[config.mk]
export PLATFORM = sky130hd
export DESIGN_NAME = butterfly_ctrl
export DESIGN_NICKNAME = d
export VERILOG_FILES = /design/src/rtl/butterfly_ctrl_pkg.sv /design/src/rtl/bf_addr_gen.sv /design/src/rtl/butterfly_ctrl.sv
export SDC_FILE = /design/constraint.sdc
export NUM_CORES = 1
export LEC_CHECK = 0
export ABC_AREA = 1
export BUFFER_PORTS_ARGS = -buffer_cell sky130_fd_sc_hd__buf_4
export CORE_ASPECT_RATIO = 0.5
export CORE_UTILIZATION = 52
export DETAILED_ROUTE_END_ITERATION = 8
export GPL_ROUTABILITY_DRIVEN = 1
export PLACE_DENSITY = 0.88
export SYNTH_ARGS = -nofsm -noshare
export SYNTH_HDL_FRONTEND = slang
export SYNTH_SLANG_ARGS = --single-unit
[constraint.sdc]
create_clock -name clk -period 4.5 [get_ports clk]
set_clock_uncertainty 0.2 [all_clocks]
set_input_delay 0.45 -clock clk [delete_from_list [all_inputs] [get_ports clk]]
set_output_delay 0.45 -clock clk [all_outputs]
set_load 0.02 [all_outputs]
[src/rtl/butterfly_ctrl_pkg.sv]
// butterfly_ctrl_pkg: shared NTT constants, FSM states and the write-back slot type.
package butterfly_ctrl_pkg;
  localparam int N = 256;
  localparam int Q = 3329;
  localparam int CW = 12;
  localparam int AW = 8;
  localparam int TW = 7;
  typedef enum logic [1:0] {S_IDLE, S_ISSUE, S_DRAIN, S_FINISH} state_t;
  typedef struct packed {
    logic vld;
    logic last;
    logic [AW-1:0] a;
    logic [AW-1:0] b;
  } wr_slot_t;
endpackage

[src/rtl/bf_addr_gen.sv]
// bf_addr_gen: maps (layer, issue index, mode) to the butterfly's RAM addresses and twiddle index.
module bf_addr_gen import butterfly_ctrl_pkg::*; (
  input  logic [2:0]    layer,
  input  logic [6:0]    idx,
  input  logic          inv,
  output logic [AW-1:0] a,
  output logic [AW-1:0] b,
  output logic [TW-1:0] tw
);
  logic [2:0] s;
  logic [8:0] len;
  logic [6:0] msk;
  logic [6:0] g;
  assign s = inv ? layer + 3'd1 : 3'd7 - layer;
  assign len = 9'd1 << s;
  assign msk = 7'(len - 9'd1);
  assign g = idx >> s;
  // g*len is idx with its offset bits cleared, so doubling it gives g*2*len
  assign a = {idx & ~msk, 1'b0} | {1'b0, idx & msk};
  assign b = a + 8'(len);
  assign tw = 7'(inv ? (9'd256 >> s) - 9'd1 - {2'b0, g} : (9'd128 >> s) + {2'b0, g});
endmodule

[src/rtl/butterfly_ctrl.sv]
// butterfly_ctrl: sequences the 7 NTT layers over a dual-port coefficient RAM and an external
// pipelined butterfly, carrying write-back addresses in a latency-matched shift register.
module butterfly_ctrl import butterfly_ctrl_pkg::*; #(
  parameter int LAT_CT = 4,
  parameter int LAT_GS = 5
) (
  input  logic          clk,
  input  logic          rst,
  input  logic          start,
  input  logic          inv,
  output logic          busy,
  output logic          done,
  output logic          rd_en,
  output logic [AW-1:0] rd_addr_a,
  output logic [AW-1:0] rd_addr_b,
  input  logic [CW-1:0] rd_data_a,
  input  logic [CW-1:0] rd_data_b,
  output logic [TW-1:0] tw_addr,
  input  logic [CW-1:0] tw_data,
  output logic          bf_CT,
  output logic [CW-1:0] bf_A,
  output logic [CW-1:0] bf_B,
  output logic [CW-1:0] bf_W,
  input  logic [CW-1:0] bf_E,
  input  logic [CW-1:0] bf_O,
  output logic          wr_en,
  output logic [AW-1:0] wr_addr_a,
  output logic [AW-1:0] wr_addr_b,
  output logic [CW-1:0] wr_data_a,
  output logic [CW-1:0] wr_data_b
);
  localparam int DEPTH = (LAT_CT > LAT_GS ? LAT_CT : LAT_GS) + 1;
  state_t state;
  logic [2:0] layer;
  logic [6:0] idx;
  logic [AW-1:0] ga, gb;
  logic [TW-1:0] gtw;
  wr_slot_t [DEPTH-1:0] sr;
  wr_slot_t tap;

  bf_addr_gen u_gen (.layer(layer), .idx(idx), .inv(~bf_CT), .a(ga), .b(gb), .tw(gtw));

  assign rd_en = state == S_ISSUE;
  assign rd_addr_a = rd_en ? ga : '0;
  assign rd_addr_b = rd_en ? gb : '0;
  assign tw_addr = rd_en ? gtw : '0;
  // stage 0 marks the cycle in which the RAM/ROM data of an issue is on the bus
  assign bf_A = sr[0].vld ? rd_data_a : '0;
  assign bf_B = sr[0].vld ? rd_data_b : '0;
  assign bf_W = sr[0].vld ? tw_data : '0;
  assign tap = bf_CT ? sr[LAT_CT] : sr[LAT_GS];
  assign wr_en = tap.vld;
  assign wr_addr_a = tap.a;
  assign wr_addr_b = tap.b;
  assign wr_data_a = wr_en ? bf_E : '0;
  assign wr_data_b = wr_en ? bf_O : '0;

  always_ff @(posedge clk or negedge rst)
    if (!rst) sr <= '0;
    else sr <= {sr[DEPTH-2:0], {rd_en, rd_en && idx == 7'd127, rd_addr_a, rd_addr_b}};

  always_ff @(posedge clk or negedge rst)
    if (!rst) begin
      state <= S_IDLE;
      layer <= '0;
      idx <= '0;
      bf_CT <= 1'b0;
      busy <= 1'b0;
      done <= 1'b0;
    end else begin
      done <= 1'b0;
      case (state)
        S_IDLE: if (start) begin
          state <= S_ISSUE;
          bf_CT <= ~inv;
          layer <= '0;
          idx <= '0;
          busy <= 1'b1;
        end
        S_ISSUE: begin
          idx <= idx + 7'd1;
          if (idx == 7'd127) state <= S_DRAIN;
        end
        // the layer's final write leaves the pipeline; the next layer may read safely after it
        S_DRAIN: if (tap.vld && tap.last) begin
          if (layer == 3'd6) begin
            state <= S_FINISH;
            busy <= 1'b0;
            done <= 1'b1;
          end else begin
            state <= S_ISSUE;
            layer <= layer + 3'd1;
          end
        end
        S_FINISH: state <= S_IDLE;
        default: state <= S_IDLE;
      endcase
    end
endmodule

Word level (Yosys, flattened, before mapping)
Index checks and enable logic that the tools add are counted.
{ "op_classes": {"eq_ne": 10, "order_cmp": 0, "bitwise_logic": 5, "n_div": 0, "n_addsub": 8, "n_mul": 0, "mux": 29, "reduce_logical": 10, "n_shift": 4} }
{ "op_table": {"columns": ["operator", "count"], "rows": [
  ["12-bit two-way mux", 5],
  ["7-bit two-way mux", 3],
  ["18-bit two-way mux", 1],
  ["8-bit two-way mux", 2],
  ["7-bit bitwise AND", 2],
  ["7-bit one-hot mux with 2 select lines", 1],
  ["7-bit by 1-bit subtractor with 7-bit output, second input constant", 2],
  ["3-bit two-way mux", 4],
  ["9-bit by 3-bit >> shifter with 7-bit output, first input constant", 1],
  ["8-bit adder", 1],
  ["2-bit two-way mux", 4],
  ["2-bit != test, second input constant", 4],
  ["8-bit by 7-bit OR with 8-bit output", 1],
  ["2-bit one-hot mux with 4 select lines", 1],
  ["4-bit AND reduction", 2],
  ["1-bit by 3-bit << shifter with 8-bit output, first input constant", 1],
  ["8-bit by 3-bit >> shifter with 7-bit output, first input constant", 1],
  ["7-bit by 1-bit adder with 7-bit output, second input constant", 1],
  ["7-bit adder", 1],
  ["7-bit equality test, second input constant", 1],
  ["7-bit inverter", 1],
  ["7-bit by 3-bit >> shifter with 7-bit output", 1],
  ["7-bit subtractor", 1],
  ["1-bit two-way mux", 6],
  ["other kinds (14)", 18]
]} }
{ "totals": {"ff_bits": 123, "wordCells": 96, "out_inout_bits": 104, "ramBits": 0, "mem_bits_ro": 0, "n_memories": 0, "latchBits": 0, "inputBits": 64} }

Depth between registers and ports, before layout
{ "logic_depth": {"depth_word": 9, "mapped_depth": 24, "ltp_nobuf": 24} }

Hierarchy
Synthesis repeated with hierarchy kept, for this count alone.
{ "unflattened": {"hier_cells": 653, "hier_area_um2": 5704.2} }
{ "modules_own_cells": {"columns": ["mod", "area_each_um2", "cells_per_inst", "seq_area_each_um2", "instances"], "rows": [
  ["butterfly_ctrl", 4409.2, 427, 3078.0, 1],
  ["bf_addr_gen", 1295.0, 226, 0.0, 1]
]} }

Worst setup path after synthesis
Ideal clock, no wire load.
{ "synth_timing": {"path_type": "register to output", "startpoint": "register layer[0]", "endpoint": "output port rd_addr_b[7]", "slack_ns": 0.307, "path_stages_with_launch": 22, "t_arrival_ns": 3.543, "required_time_ns": 3.850, "n_path_buf": 0, "cell_sequence": "dfrtp_1 -> clkinv_1 -> ha_1 -> nand2_1 -> nand2_2 -> nand2_1 -> nor2_4 -> inv_1 -> ha_1 -> nand2_1 -> nor2_2 -> nand2_1 -> xor2_1 -> nand2b_1 -> nand2_1 -> ha_1 -> a21oi_1 -> o21a_1 -> o31ai_1 -> xnor2_1 -> nand3_1 -> a21oi_1"} }
{ "synth_between": {"elab_chain_cells": 9, "elab_cells_between_ends": 11, "cone_classes": "4 x add/sub; 1 x shift; 2 x mux; 4 x bitwise"} }
{ "synth_lines": {"columns": ["element", "line", "rtl"], "rows": [
  ["from (decl)", "butterfly_ctrl.sv:34", "logic [2:0] layer;"],
  ["from (signal assigned)", "butterfly_ctrl.sv:92", "layer <= layer + 3'd1;"],
  ["3-bit by 1-bit adder with 3-bit output or 3-bit subtractor (tied branches)", "bf_addr_gen.sv:14", "assign s = inv ? layer + 3'd1 : 3'd7 - layer;"],
  ["3-bit two-way mux *", "bf_addr_gen.sv:14", null],
  ["1-bit by 3-bit << shifter with 8-bit output *", "bf_addr_gen.sv:15", "assign len = 9'd1 << s;"],
  ["7-bit by 1-bit subtractor with 7-bit output", "bf_addr_gen.sv:16", "assign msk = 7'(len - 9'd1);"],
  ["7-bit inverter", "bf_addr_gen.sv:19", "assign a = {idx & ~msk, 1'b0} | {1'b0, idx & msk};"],
  ["7-bit bitwise AND", "bf_addr_gen.sv:19", null],
  ["8-bit by 7-bit OR with 8-bit output", "bf_addr_gen.sv:19", null],
  ["8-bit adder *", "bf_addr_gen.sv:20", "assign b = a + 8'(len);"],
  ["8-bit two-way mux *", "butterfly_ctrl.sv:45", "assign rd_addr_b = rd_en ? gb : '0;"],
  ["to (decl)", "butterfly_ctrl.sv:15", "output logic [AW-1:0] rd_addr_b,"]
]} }
Mark *: on every way between the ends. The rest lies on a longest branch, timed or not.

Worst setup path in the final report
{ "layout_timing": {"startpoint": "register layer[1]", "endpoint": "output port rd_addr_b[7]"} }
The elaborated chain is that of the path after synthesis.

==> flow_metrics.tcl <==
set metrics [dict create \
    outcome "finished, final reports clean" \
    worst-setup-path-type "flop to primary output" \
    clock_pin_slew_of_the_registers_on_the_worst_case_setup_and_hold_paths_ns 0.06 \
    drt_pre_antenna_iters 5 \
    gp_congestion 0.872 \
    pwr-share-comb 0.500 \
    slew_violations 0 \
    yosys_warnings 0 \
    fmaxAchievable_mhz 227 \
    cp_data_required_time_ns 3.85 \
    nFillCells 720 \
    postLayoutCellArea_mm2 0.00776 \
    seq_area_frac_synth 0.556 \
    routed_wire_length_per_instance_um 16.0 \
    grt_antenna_before_repair 0 \
    start_kind "flop" \
    power.clock.fraction 0.239 \
    post_synth_instance_area_mm2 0.00553 \
    final-hold-violation-count 0 \
    vias_per_cell 5.04 \
    hpwl_um 10400 \
    synth-edff-count 0 \
    power_leakage_nw 4.57 \
    total_switching_power_mw 2.65 \
    grt_max_degree 66 \
    cell_internal_power_dissipation_mw 3.52 \
    rsz0062_at_grt "yes" \
    vdd_drop_max_mv 0.313 \
    detail-route-antenna-nets 0 \
    endpoint_kind "primary output" \
    layout_common_cells "nand2_1 (185), buf_4 (183), dfrtp_1 (122)" \
    die_area_mm2 0.0111 \
    max_slew.worst_pin.slew_ns 1.04 \
    fp-row-count 26 \
    min_period_ns 4.41 \
    finalNonFillerCells 976 \
    insertedDiodeCount 0 \
    postRouteWirelength_um 15600 \
    grt_first_pass_wirelength_um 23100 \
    setup-tns-final_ns 0 \
    ys_async_sr_fraction 1.00 \
    cts_max_path_buffers 2 \
    area_added_between_synthesis_and_finish_pct 40.3 \
    layout_commonest_cell "nand2_1" \
    cts.root.buffer_cell "clkbuf_16" \
    netlist_instances 636 \
    finalSetupViolations 0 \
    die_height_um 74.9 \
    critPathMaxFanout 4 \
    clk-insertion-delay-late_ns 0.42 \
    grt_use_total 0.283 \
    cts-buffers-inserted 17 \
    fin_crit_sh 0.980 \
    synth_area_per_cell_um2 8.70 \
    first_global_vias 4857 \
    io_pins 168 \
    hold_path_class "primary input to flop" \
    route.detailed.drc 0 \
    finalHoldWorstSlack_ns 0.0317 \
    numPlacedInstances 938 \
    synth-seq-cells 123 \
    nets 909 \
    worst-endpoint-arrival_ns 3.76 \
    place.port_buffers 167 \
    clock_sink_count 123 \
    die-width_um 148 \
    seq_power_share 0.261 \
    coreArea_mm2 0.0103 \
    ys.flop_type "dfrtp_1" \
    post_synth_num_cell_types 42 \
    mappedNetlistNets 722 \
    initial_utilization 0.538 \
    switching_share 0.430 \
    fraction_of_layout_cells_with_a_size_suffix_above_1 0.303 \
    timing.max_cap.violations 0 \
    htreeDepth 4 \
    power.density_cell_area_mw_per_mm2 795 \
    tritoncts_clock_tree "done" \
    drt_iter0_drc 361 \
    slew_headroom 0.305 \
    globalRoute.totalOverflow 0 \
    placed_cell_area_mm2 0.00696 \
    vias 4916 \
]
==> layer usage <==
layer | vias to the layer above | share of wire | track usage
met5 | - | 0 | 0
met4 | 0 | 0.035 | 0.156
met3 | 55 | 0.064 | 0.0709
met2 | 218 | 0.52 | 0.528
met1 | 2336 | 0.38 | 0.307
li1 | 2307 | - | -
==> logic make-up after synthesis <==
| family | count (synthesis) | share of synthesized area |
|---|---|---|
| flops | 123 | 0.556 |
| xor+xnor | 5 | 0.00792 |
| simple gates | 279 | 0.206 |
| mux | 1 | 0.00181 |
| other cells | 1 | 0.000678 |
| buf+inv | 133 | 0.0957 |
| fa+ha+maj | 22 | 0.0538 |
| compound gates | 72 | 0.0776 |
==> path summary, 6_finish.rpt <==
kind	slack, ns	cells after the start	to	startpoint
hold / removal	0.03	2	bf_CT	inv
min in group asynchronous	0.46	2	sr[45]	rst
max in group asynchronous	2.71	3	layer[1]	rst
setup reg to reg	0.91	21	sr[7]	layer[1]
hold reg to reg	0.14	0	sr[75]	sr[57]
setup / recovery	0.09	21	rd_addr_b[7]	layer[1]
==> through the flow <==
step / worst slack [ns] / power (mW) / util
after floorplan: 0.307 / 3.44 / -
after global placement: 0.330 / 4.41 / 0.677
after detailed placement: 0.211 / 4.49 / 0.677
after CTS: -0.00331 / 6.06 / 0.745
after global routing: -0.0758 / 6.52 / 0.755
final: 0.0909 / 6.17 / 0.755
==> state kept, by name, indices dropped and copies added (netlist names) <==
register  count
sr          108
idx           7
layer         3
state         2
bf_CT         1
busy          1
done          1
==> power groups by stage <==
| stage | clock network [mW] | registers [mW] | logic, mW |
|---|---|---|---|
| 6_report | 1.47 | 1.61 | 3.09 |
| 4_1_cts | 1.48 | 1.61 | 2.97 |
| 5_1_grt | 1.53 | 1.64 | 3.35 |
| 2_1_floorplan | 0 | 1.52 | 1.92 |
| 3_3_place_gp | 0 | 1.58 | 2.83 |
| 3_5_place_dp | 0 | 1.61 | 2.88 |
==> Yosys cell counts (2+ instances only) <==
library cell  number  share of area
o21ai_1            2         0.0018
fa_1               3          0.011
ha_1              19          0.043
or2_2              4         0.0045
nand2_2            2         0.0023
nor2_1            52          0.035
nor3_1             2         0.0018
xor2_1             2         0.0032
a21oi_2            2         0.0032
a21oi_1           21          0.019
o31ai_1            2         0.0027
buf_6              4         0.0081
o211ai_1           4         0.0054
nor2_4             2         0.0041
nand3_1           22          0.020
inv_1            111          0.075
nand2_1          187           0.13
clkbuf_1          14         0.0095
xnor2_1            3         0.0047
inv_2              3         0.0020
dfrtp_1          123           0.56
o21a_1             2         0.0027
nand2_4            2         0.0041
o21ai_0           27          0.024
nor2_2             2         0.0023
o22ai_1            3         0.0034
==> repair_timing <==
item	in CTS	in global routing
hold endpoints to repair	63	0
endpoints found under the setup margin	2	5
hold buffers	1	0
buffers inserted	2	3
pin swaps	2	7
resized for setup	8	19
==> critical path, stage by stage (launching register included) <==
cell      delay (ns)
dfrtp_2         0.44
ha_4            0.29
nand2_1         0.07
nand2_2         0.07
nand2_1         0.09
nor2_4          0.11
inv_2           0.07
ha_4            0.17
nand2_4         0.08
nor2_2          0.05
nand2_1         0.08
xor2_1          0.19
nand2b_4        0.17
nand2_2         0.07
ha_4            0.31
nand2_1         0.10
o21a_1          0.22
o31ai_2         0.07
xnor2_1         0.19
nand3_1         0.15
a21oi_2         0.22
buf_6           0.14
==> cell type report <==
type	count	area, um^2	area share
sequential	123	3080	0.397
multi-input combinational	380	2030	0.262
timing repair buffer	186	1410	0.181
inverter	115	432	0.0556
clock buffer	18	429	0.0553
clock inverter	14	209	0.0269
tap	140	175	0.0226
Power figures use the tool's default switching activity.
